===== src/rtl/dmem_bridge.sv =====
// Bridges the core's memory-stage word port onto a byte-wide req/ack SRAM bus.
// Each word moves as little-endian byte beats with a one-cycle return-to-zero gap between them.
module dmem_bridge #(
    parameter int ADDR_W  = 8,
    parameter int DATA_W  = 32,
    parameter int TIMEOUT = 15
) (
    input  logic              clk,
    input  logic              rst,
    input  logic              cpu_read,
    input  logic              cpu_write,
    input  logic [ADDR_W-1:0] cpu_addr,
    input  logic [DATA_W-1:0] cpu_wdata,
    output logic [DATA_W-1:0] cpu_rdata,
    output logic              cpu_stall,
    output logic              cpu_err,
    output logic              ext_req,
    output logic              ext_we,
    output logic [ADDR_W-1:0] ext_addr,
    output logic [7:0]        ext_wdata,
    input  logic [7:0]        ext_rdata,
    input  logic              ext_ack
);

    localparam int BEATS  = DATA_W / 8;
    localparam int BEAT_W = (BEATS > 1) ? $clog2(BEATS) : 1;

    typedef enum logic [1:0] {
        IDLE,
        BUS,
        GAP,
        DONE
    } stateT;

    stateT              state;
    logic [BEAT_W-1:0]  beat;
    logic [7:0]         timer;
    logic               opWrite;
    logic [ADDR_W-1:0]  baseAddr;
    logic [DATA_W-1:0]  storeData;
    logic [DATA_W-1:0]  loadBuf;
    logic [DATA_W-1:0]  mergedLoad;
    logic [7:0]         beatByte;
    logic [BEAT_W-1:0]  nextBeat;
    logic               lastBeat;
    logic               timedOut;
    logic               request;

    assign request  = cpu_read | cpu_write;
    assign lastBeat = (beat == BEAT_W'(BEATS - 1));
    assign timedOut = (timer == 8'(TIMEOUT - 1));
    assign nextBeat = beat + BEAT_W'(1);

    // Gated by rst so the pipeline is released immediately while reset is held.
    assign cpu_stall = rst & ((state == BUS) | (state == GAP) | ((state == IDLE) & request));

    // mergedLoad is the read buffer with the current beat's lane replaced by the bus byte;
    // beatByte is the store byte for the current beat.
    always_comb begin
        mergedLoad = loadBuf;
        beatByte   = '0;
        for (int i = 0; i < BEATS; i++) begin
            if (beat == BEAT_W'(i)) begin
                mergedLoad[8*i +: 8] = ext_rdata;
                beatByte             = storeData[8*i +: 8];
            end
        end
    end

    always_ff @(posedge clk or negedge rst) begin
        if (!rst) begin
            state     <= IDLE;
            beat      <= '0;
            timer     <= '0;
            opWrite   <= 1'b0;
            baseAddr  <= '0;
            storeData <= '0;
            loadBuf   <= '0;
            cpu_rdata <= '0;
            cpu_err   <= 1'b0;
            ext_req   <= 1'b0;
            ext_we    <= 1'b0;
            ext_addr  <= '0;
            ext_wdata <= '0;
        end else begin
            case (state)
                IDLE: begin
                    if (request) begin
                        opWrite   <= cpu_write;
                        baseAddr  <= cpu_addr;
                        storeData <= cpu_wdata;
                        loadBuf   <= '0;
                        beat      <= '0;
                        timer     <= '0;
                        cpu_err   <= 1'b0;
                        ext_req   <= 1'b1;
                        ext_we    <= cpu_write;
                        ext_addr  <= cpu_addr;
                        ext_wdata <= cpu_wdata[7:0];
                        state     <= BUS;
                    end
                end
                BUS: begin
                    if (ext_ack) begin
                        ext_req <= 1'b0;
                        if (!opWrite) begin
                            loadBuf <= mergedLoad;
                        end
                        if (lastBeat) begin
                            if (!opWrite) begin
                                cpu_rdata <= mergedLoad;
                            end
                            state <= DONE;
                        end else begin
                            beat  <= nextBeat;
                            timer <= '0;
                            state <= GAP;
                        end
                    end else if (timedOut) begin
                        // Aborted writes are left partially applied; aborted reads return zero.
                        ext_req <= 1'b0;
                        cpu_err <= 1'b1;
                        if (!opWrite) begin
                            cpu_rdata <= '0;
                        end
                        state <= DONE;
                    end else begin
                        timer <= timer + 8'd1;
                    end
                end
                GAP: begin
                    ext_req   <= 1'b1;
                    ext_addr  <= baseAddr + ADDR_W'(beat);
                    ext_wdata <= beatByte;
                    timer     <= '0;
                    state     <= BUS;
                end
                DONE: begin
                    state <= IDLE;
                end
                default: begin
                    state <= IDLE;
                end
            endcase
        end
    end

endmodule


===== config.mk =====
export PLATFORM = sky130hd
export DESIGN_NAME = dmem_bridge
export DESIGN_NICKNAME = d
export VERILOG_FILES = /design/src/rtl/dmem_bridge.sv
export SDC_FILE = /design/constraint.sdc
export NUM_CORES = 1
export LEC_CHECK = 0
export BUFFER_PORTS_ARGS = -buffer_cell sky130_fd_sc_hd__buf_4
export CAP_MARGIN = 20
export CORE_ASPECT_RATIO = 0.9
export CORE_MARGIN = 2
export CORE_UTILIZATION = 51
export DETAILED_ROUTE_END_ITERATION = 8
export HOLD_SLACK_MARGIN = 0.03
export PLACE_DENSITY = 0.73
export SYNTH_ARGS = -nofsm -noshare
export SYNTH_HDL_FRONTEND = slang
export SYNTH_SLANG_ARGS = --single-unit
export TNS_END_PERCENT = 100

===== constraint.sdc =====
create_clock -name clk -period 2.2 [get_ports clk]
set_input_delay 0.33 -clock clk [delete_from_list [all_inputs] [get_ports clk]]
set_output_delay 0.33 -clock clk [all_outputs]
set_load 0.01 [all_outputs]

==> metrics, run 1 <==
asr flop ratio synth=1.00; min Tclk post-route=2.09 ns; setup violators final=0; die span in y=109 µm; design internal power=7.93 mW; synthesized area per cell=10.7 µm²; outcome=finished, final reports clean; Worst Path Arrival=2.34 ns; MaxCap Viol Count=0; Final Hold Fails=0; CP Launch Type=register; CTS H-tree depth=4; initial core utilization=0.520; CP peak stage delay=0.48 ns; fin crit share=0.951; CTS buffer count=17; synthesis-stage register bit count=127; required time of the critical path=2.45 ns; final core utilization=0.660; worst hold path type=in2async; vias in the first global route=5,071; Net Sw Frac=0.347; wire per inst=17.8 µm; first-pass GRT wire length=25,000 µm; area grow syn2layout=26.8%; Max clock buf depth=2; Syn Nets=652; initial antenna violation count=0; CTS sink cnt=127; Mapped Area=0.00626 mm²; total power=12.1 mW; Most used DFF post-synth=dfrtp_1; RSZ-0062 raised after global routing=false; EDFF count, synth=0; Worst-path clk slew=0.06 ns; Yosys cell types=46; Seq pwr share=0.337; router iterations before antenna repair=5; Initial DRC Count=391; Slew HR=0.547; antenna violation net count after detailed routing=0; All-Layer GR Usage=0.246; CP delay by family, top=simple AND/OR/NAND/NOR gates; Comb power frac=0.406; I/O pin count=105; worst-path fanout max=15; max frequency=478 MHz; post-synthesis sequential area ratio=0.508; Clock Power Share=0.257; critical path capture point type=register; PD cells=1530 mW/mm²; Bufs and invs on worst path=3; worst path cell trace=inv_1 > ha_1 > buf_4 > nor3b_2 > buf_4 > nor2_1 > a31oi_1; Synth warnings=0; Post-CTS Hold Fix Bufs=0; die area=0.0132 mm²; CTS tree=built; CORE AREA=0.0120 mm²; Remaining Overflow, GRT=0; RePlAce Congestion=0.843; die width=121 µm; hpwl dp=10,400 µm; peak supply drop=0.821 mV; worst-margin pin slew=0.679 ns; share of cells above drive strength 1=0.310; Nets=753; vias=4,870; Port Buf Inserts=104; Leak=3.74 nW; setup_tns=0 ns; worst clock skew=0.0106 ns; pins over their slew limit=0; Antenna Cells=0; CP most frequent cell=buf_4; Detailed Route WL=15,300 µm; NetSw=4.21 mW; pin count of the biggest net entering global routing=128; root cell of the clock tree=clkbuf_16; CP max stage cell=nor2_1; # DRC=0; vias per cell=5.67; worst-skew pair later-pin latency=0.42 ns; row count=38; Setup CP Type=reg2reg; Cells after Synth=585
## metrics by stage
| step | setup WS (ns) | hold slack [ns] | std cells | instance area, µm² |
|---|---|---|---|---|
| final | 0.108 | 0.0472 | 859 | 7930 |
| after global routing | 0.0264 | 0.116 | 859 | 7930 |
| after CTS | 0.118 | 0.106 | 859 | 7930 |
| after detailed placement | 0.207 | 0.476 | 826 | 7260 |
| after global placement | 0.270 | 0.467 | 826 | 7260 |
| after floorplan | 0.355 | 0.0344 | 585 | 6260 |
## registers in the layout (all words and copies together) (netlist names), 2 cells and up
| signal | cells |
|---|---|
| baseAddr | 8 |
| loadBuf | 24 |
| ext_addr | 8 |
| cpu_rdata | 32 |
| storeData | 32 |
| ext_wdata | 8 |
| beat | 2 |
| state | 2 |
| timer | 8 |
## repair_timing
action                                  CTS  global route
cloned                                    0             0
resized for setup                         2             1
endpoints found under the setup margin    1             1
buffers inserted                          1             0
## power by group through the flow
stage,Clock (mW),Sequential [mW],Combinational (mW)
after floorplan,0,4.11,3.05
after global placement,0,4.05,4.67
after detailed placement,0,4.09,4.89
after CTS,3.16,4.08,4.95
after global routing,3.28,4.21,5.44
final,3.13,4.09,4.93
## final cells by class
| type | count | area [µm²] |
|---|---|---|
| fill | 945 | 4100 |
| sequential | 127 | 3180 |
| multi-input combinational | 388 | 2810 |
| timing repair buffer | 125 | 988 |
| clock buffer | 23 | 478 |
| tap | 160 | 200 |
| clock inverter | 9 | 180 |
| inverter | 27 | 101 |
## kinds of logic after synthesis
logic type | share of synthesized area
xor+xnor | 0.00420
buf+inv | 0.0460
fa+ha+maj | 0.0292
compound gates | 0.179
mux | 0.117
flops | 0.508
simple gates | 0.116
## placed cells by master (no fill, tap or decap), types with 2 or more instances in the layout
master,Yosys,final
nand3_1,7,7
and4b_1,3,3
a31oi_1,7,7
bufinv_16,0,5
clkbuf_1,26,3
nor2b_1,3,3
dfrtp_1,127,127
a211o_1,8,8
a22o_1,37,37
nand4_1,10,10
buf_12,0,4
and3_1,2,2
a21oi_1,9,9
nand2_1,58,58
nor3_1,10,10
clkbuf_8,0,3
o21ai_1,21,20
a211oi_1,2,2
ha_1,13,13
mux2i_1,8,8
o21a_1,2,2
buf_4,3,121
clkinv_4,0,2
xnor2_1,2,2
inv_1,27,27
a21boi_0,25,24
nor2_1,10,10
nand2b_1,31,31
o21ai_4,1,2
a221oi_1,7,7
o21ai_0,38,38
clkbuf_16,0,17
mux2_2,58,58
## path summary, 6_finish.rpt
kind,startpoint,to,slack (ns),depth (start not counted)
min in group clk,cpu_wdata[20],storeData[20],0.14,2
min,rst,cpu_rdata[17],0.05,2
max,state[0],ext_wdata[4],0.11,7
max reg2reg,state[0],ext_wdata[4],0.11,7
min reg2reg,ext_addr[3],ext_addr[3],0.48,2
max in group asynchronous,rst,ext_addr[2],1.62,2
## worst reg2reg max path, stage by stage, from the launching register on
cell and delay [ns]:
dfrtp_1 0.40, inv_1 0.11, ha_1 0.21, buf_4 0.19, nor3b_2 0.18, buf_4 0.15
nor2_1 0.48, a31oi_1 0.20
## metal layers
| layer | wire length, µm | up-vias | share of wire | global-route usage |
|---|---|---|---|---|
| li1 | - | 2293 | - | - |
| met1 | 6630 | 2403 | 0.43 | 0.311 |
| met2 | 7500 | 146 | 0.49 | 0.408 |
| met3 | 838 | 28 | 0.055 | 0.0685 |
| met4 | 329 | 0 | 0.022 | 0.0880 |
| met5 | 0 | - | 0 | 0 |
## Yosys cell counts, types with 2 or more instances
cell,count,share of area
nor2b_1,3,0.0030
xnor2_1,2,0.0028
dfrtp_1,127,0.51
mux2_2,58,0.10
a22o_1,37,0.052
a21boi_0,25,0.030
ha_1,13,0.026
o21ai_1,21,0.017
clkbuf_1,26,0.016
a211o_1,8,0.011
a211oi_1,2,0.0024
buf_2,11,0.0088
and3_1,2,0.0020
o21a_1,2,0.0024
nor3_1,10,0.0080
a221oi_1,7,0.0098
buf_1,3,0.0018
nand2_1,58,0.035
nand2b_1,31,0.031
nand4_1,10,0.010
nand3_1,7,0.0056
and4b_1,3,0.0048
mux2i_1,8,0.013
buf_4,3,0.0036
o21ai_0,38,0.030
nor2_1,10,0.0060
a21oi_1,9,0.0072
a31oi_1,7,0.0070
inv_1,27,0.016
No activity file was read; power rests on OpenSTA's default activity.
==> run 2: changes to the inputs <==
Settings changed: PLACE_DENSITY 0.73 to 0.76.
Clock period 2.2 ns to 1.83 ns, I/O delays scaled along.
==> metrics, run 2 (synthesized netlist as in run 1, its figures left out) <==
outcome=finished with violations; failing checks=hold timing, setup timing; pre-CTS setup slack=-0.0799 ns; Initial DRC Count=405; CTS buffer count=17; die area=0.0132 mm²; PD cells=1780 mW/mm²; # DRC=0; CTS H-tree depth=4; setup_tns=-0.0261 ns; die width=121 µm; CP Launch Type=register; worst hold path type=in2async; antenna violation net count after detailed routing=0; Port Buf Inserts=104; setup violators final=4; required time of the critical path=1.56 ns; Nets=787; max frequency=542 MHz; Detailed Route WL=16,000 µm; critical path capture point type=output pin; final hold slack=-0.00854 ns; area grow syn2layout=32.8%; Remaining Overflow, GRT=0; pin count of the biggest net entering global routing=128; share of cells above drive strength 1=0.384; Worst-path clk slew=0.06 ns; Largest regs=cpu_rdata: 32 flops, storeData: 32 flops, loadBuf: 24 flops; initial antenna violation count=0; CP delay by family, top=flip-flops; worst-skew pair later-pin latency=0.42 ns; row count=38; fin crit share=1.01; CTS sink cnt=127; commonest non-fill, non-tap cells in the layout=buf_4 (144), dfrtp_1 (126), mux2_2 (58), nand2_1 (58), a22o_1 (37); R2R Path End=cpu_rdata[13]; Bufs and invs on worst path=3; Final Hold Fails=18; CORE AREA=0.0120 mm²; worst-path fanout max=5; vias=5,162; RePlAce Congestion=0.877; first-pass GRT wire length=25,200 µm; worst clock skew=0.00891 ns; Slew HR=0.549; Leak=3.91 nW; All-Layer GR Usage=0.250; Worst Path Arrival=1.57 ns; Post-Place Cells=854; peak supply drop=0.929 mV; min Tclk post-route=1.85 ns; Cell Area, Placed=0.00750 mm²; worst-margin pin slew=0.677 ns; CTS tree=built; vias in the first global route=5,117; router iterations before antenna repair=5; Final Cell Area=0.00831 mm²; I/O pin count=105; initial core utilization=0.520; hpwl dp=10,600 µm; vias per cell=5.79; pins over their slew limit=0; FF-to-FF setup slack=-0.01 ns; MaxCap Viol Count=0; Antenna Cells=0; r2r worst-path depth=7; wire per inst=17.9 µm; RSZ-0062 raised after global routing=true; commonest non-fill, non-tap cell in the layout=buf_4; final std cells w/o fill=892; total power=14.8 mW; worst path cell trace=inv_2 > ha_4 > buf_6 > o21ai_4 > a21boi_2 > buf_4; Setup CP Type=reg2out; r2r startpoint=timer[0]; Max clock buf depth=2; die span in y=109 µm; final core utilization=0.691; CP max stage cell=dfrtp_1; CP peak stage delay=0.42 ns; setup ws final=-0.0167 ns; root cell of the clock tree=clkbuf_16
## run 2: where the power goes
group / internal (mW) / switching [mW]
Clock: 1.89 / 1.18
Sequential: 4.09 / 0.844
Combinational: 3.50 / 3.30
## run 2: cell type report
class / count / area (µm²)
clock buffer: 25 / 505
clock inverter: 6 / 32.5
fill: 855 / 3720
inverter: 27 / 101
multi-input combinational: 388 / 2970
sequential: 127 / 3180
tap: 160 / 200
timing repair buffer: 159 / 1330
## run 2: timing repair
action                                  in CTS  in global routing
endpoints found under the setup margin       8                 77
pin swaps                                    7                 11
setup buffers                                1                  5
hold buffers                                 0                  0
gates resized for setup                     16                 43
cloned                                       0                  1
## run 2: per-layer routing
metal	share of wire	GRT usage	routed length, µm	vias to the layer above
met4	0.021	0.111	330	0
li1	-	-	-	2358
met3	0.058	0.0596	927	31
met2	0.50	0.407	7960	185
met5	0	0	0	-
met1	0.42	0.319	6730	2588
## run 2: worst max-delay path by stage
stage,startpoint,endpoint,slack [ns],cells past startpoint
detailed placement,state[1],timer[2],-0.08,8
global placement,beat[0],ext_addr[6],0.04,7
global route,state[0],cpu_stall,-0.08,6
CTS,state[1],cpu_stall,-0.005,6
floorplan,timer[0],cpu_rdata[10],-0.008,7
finish,state[0],cpu_stall,-0.02,6
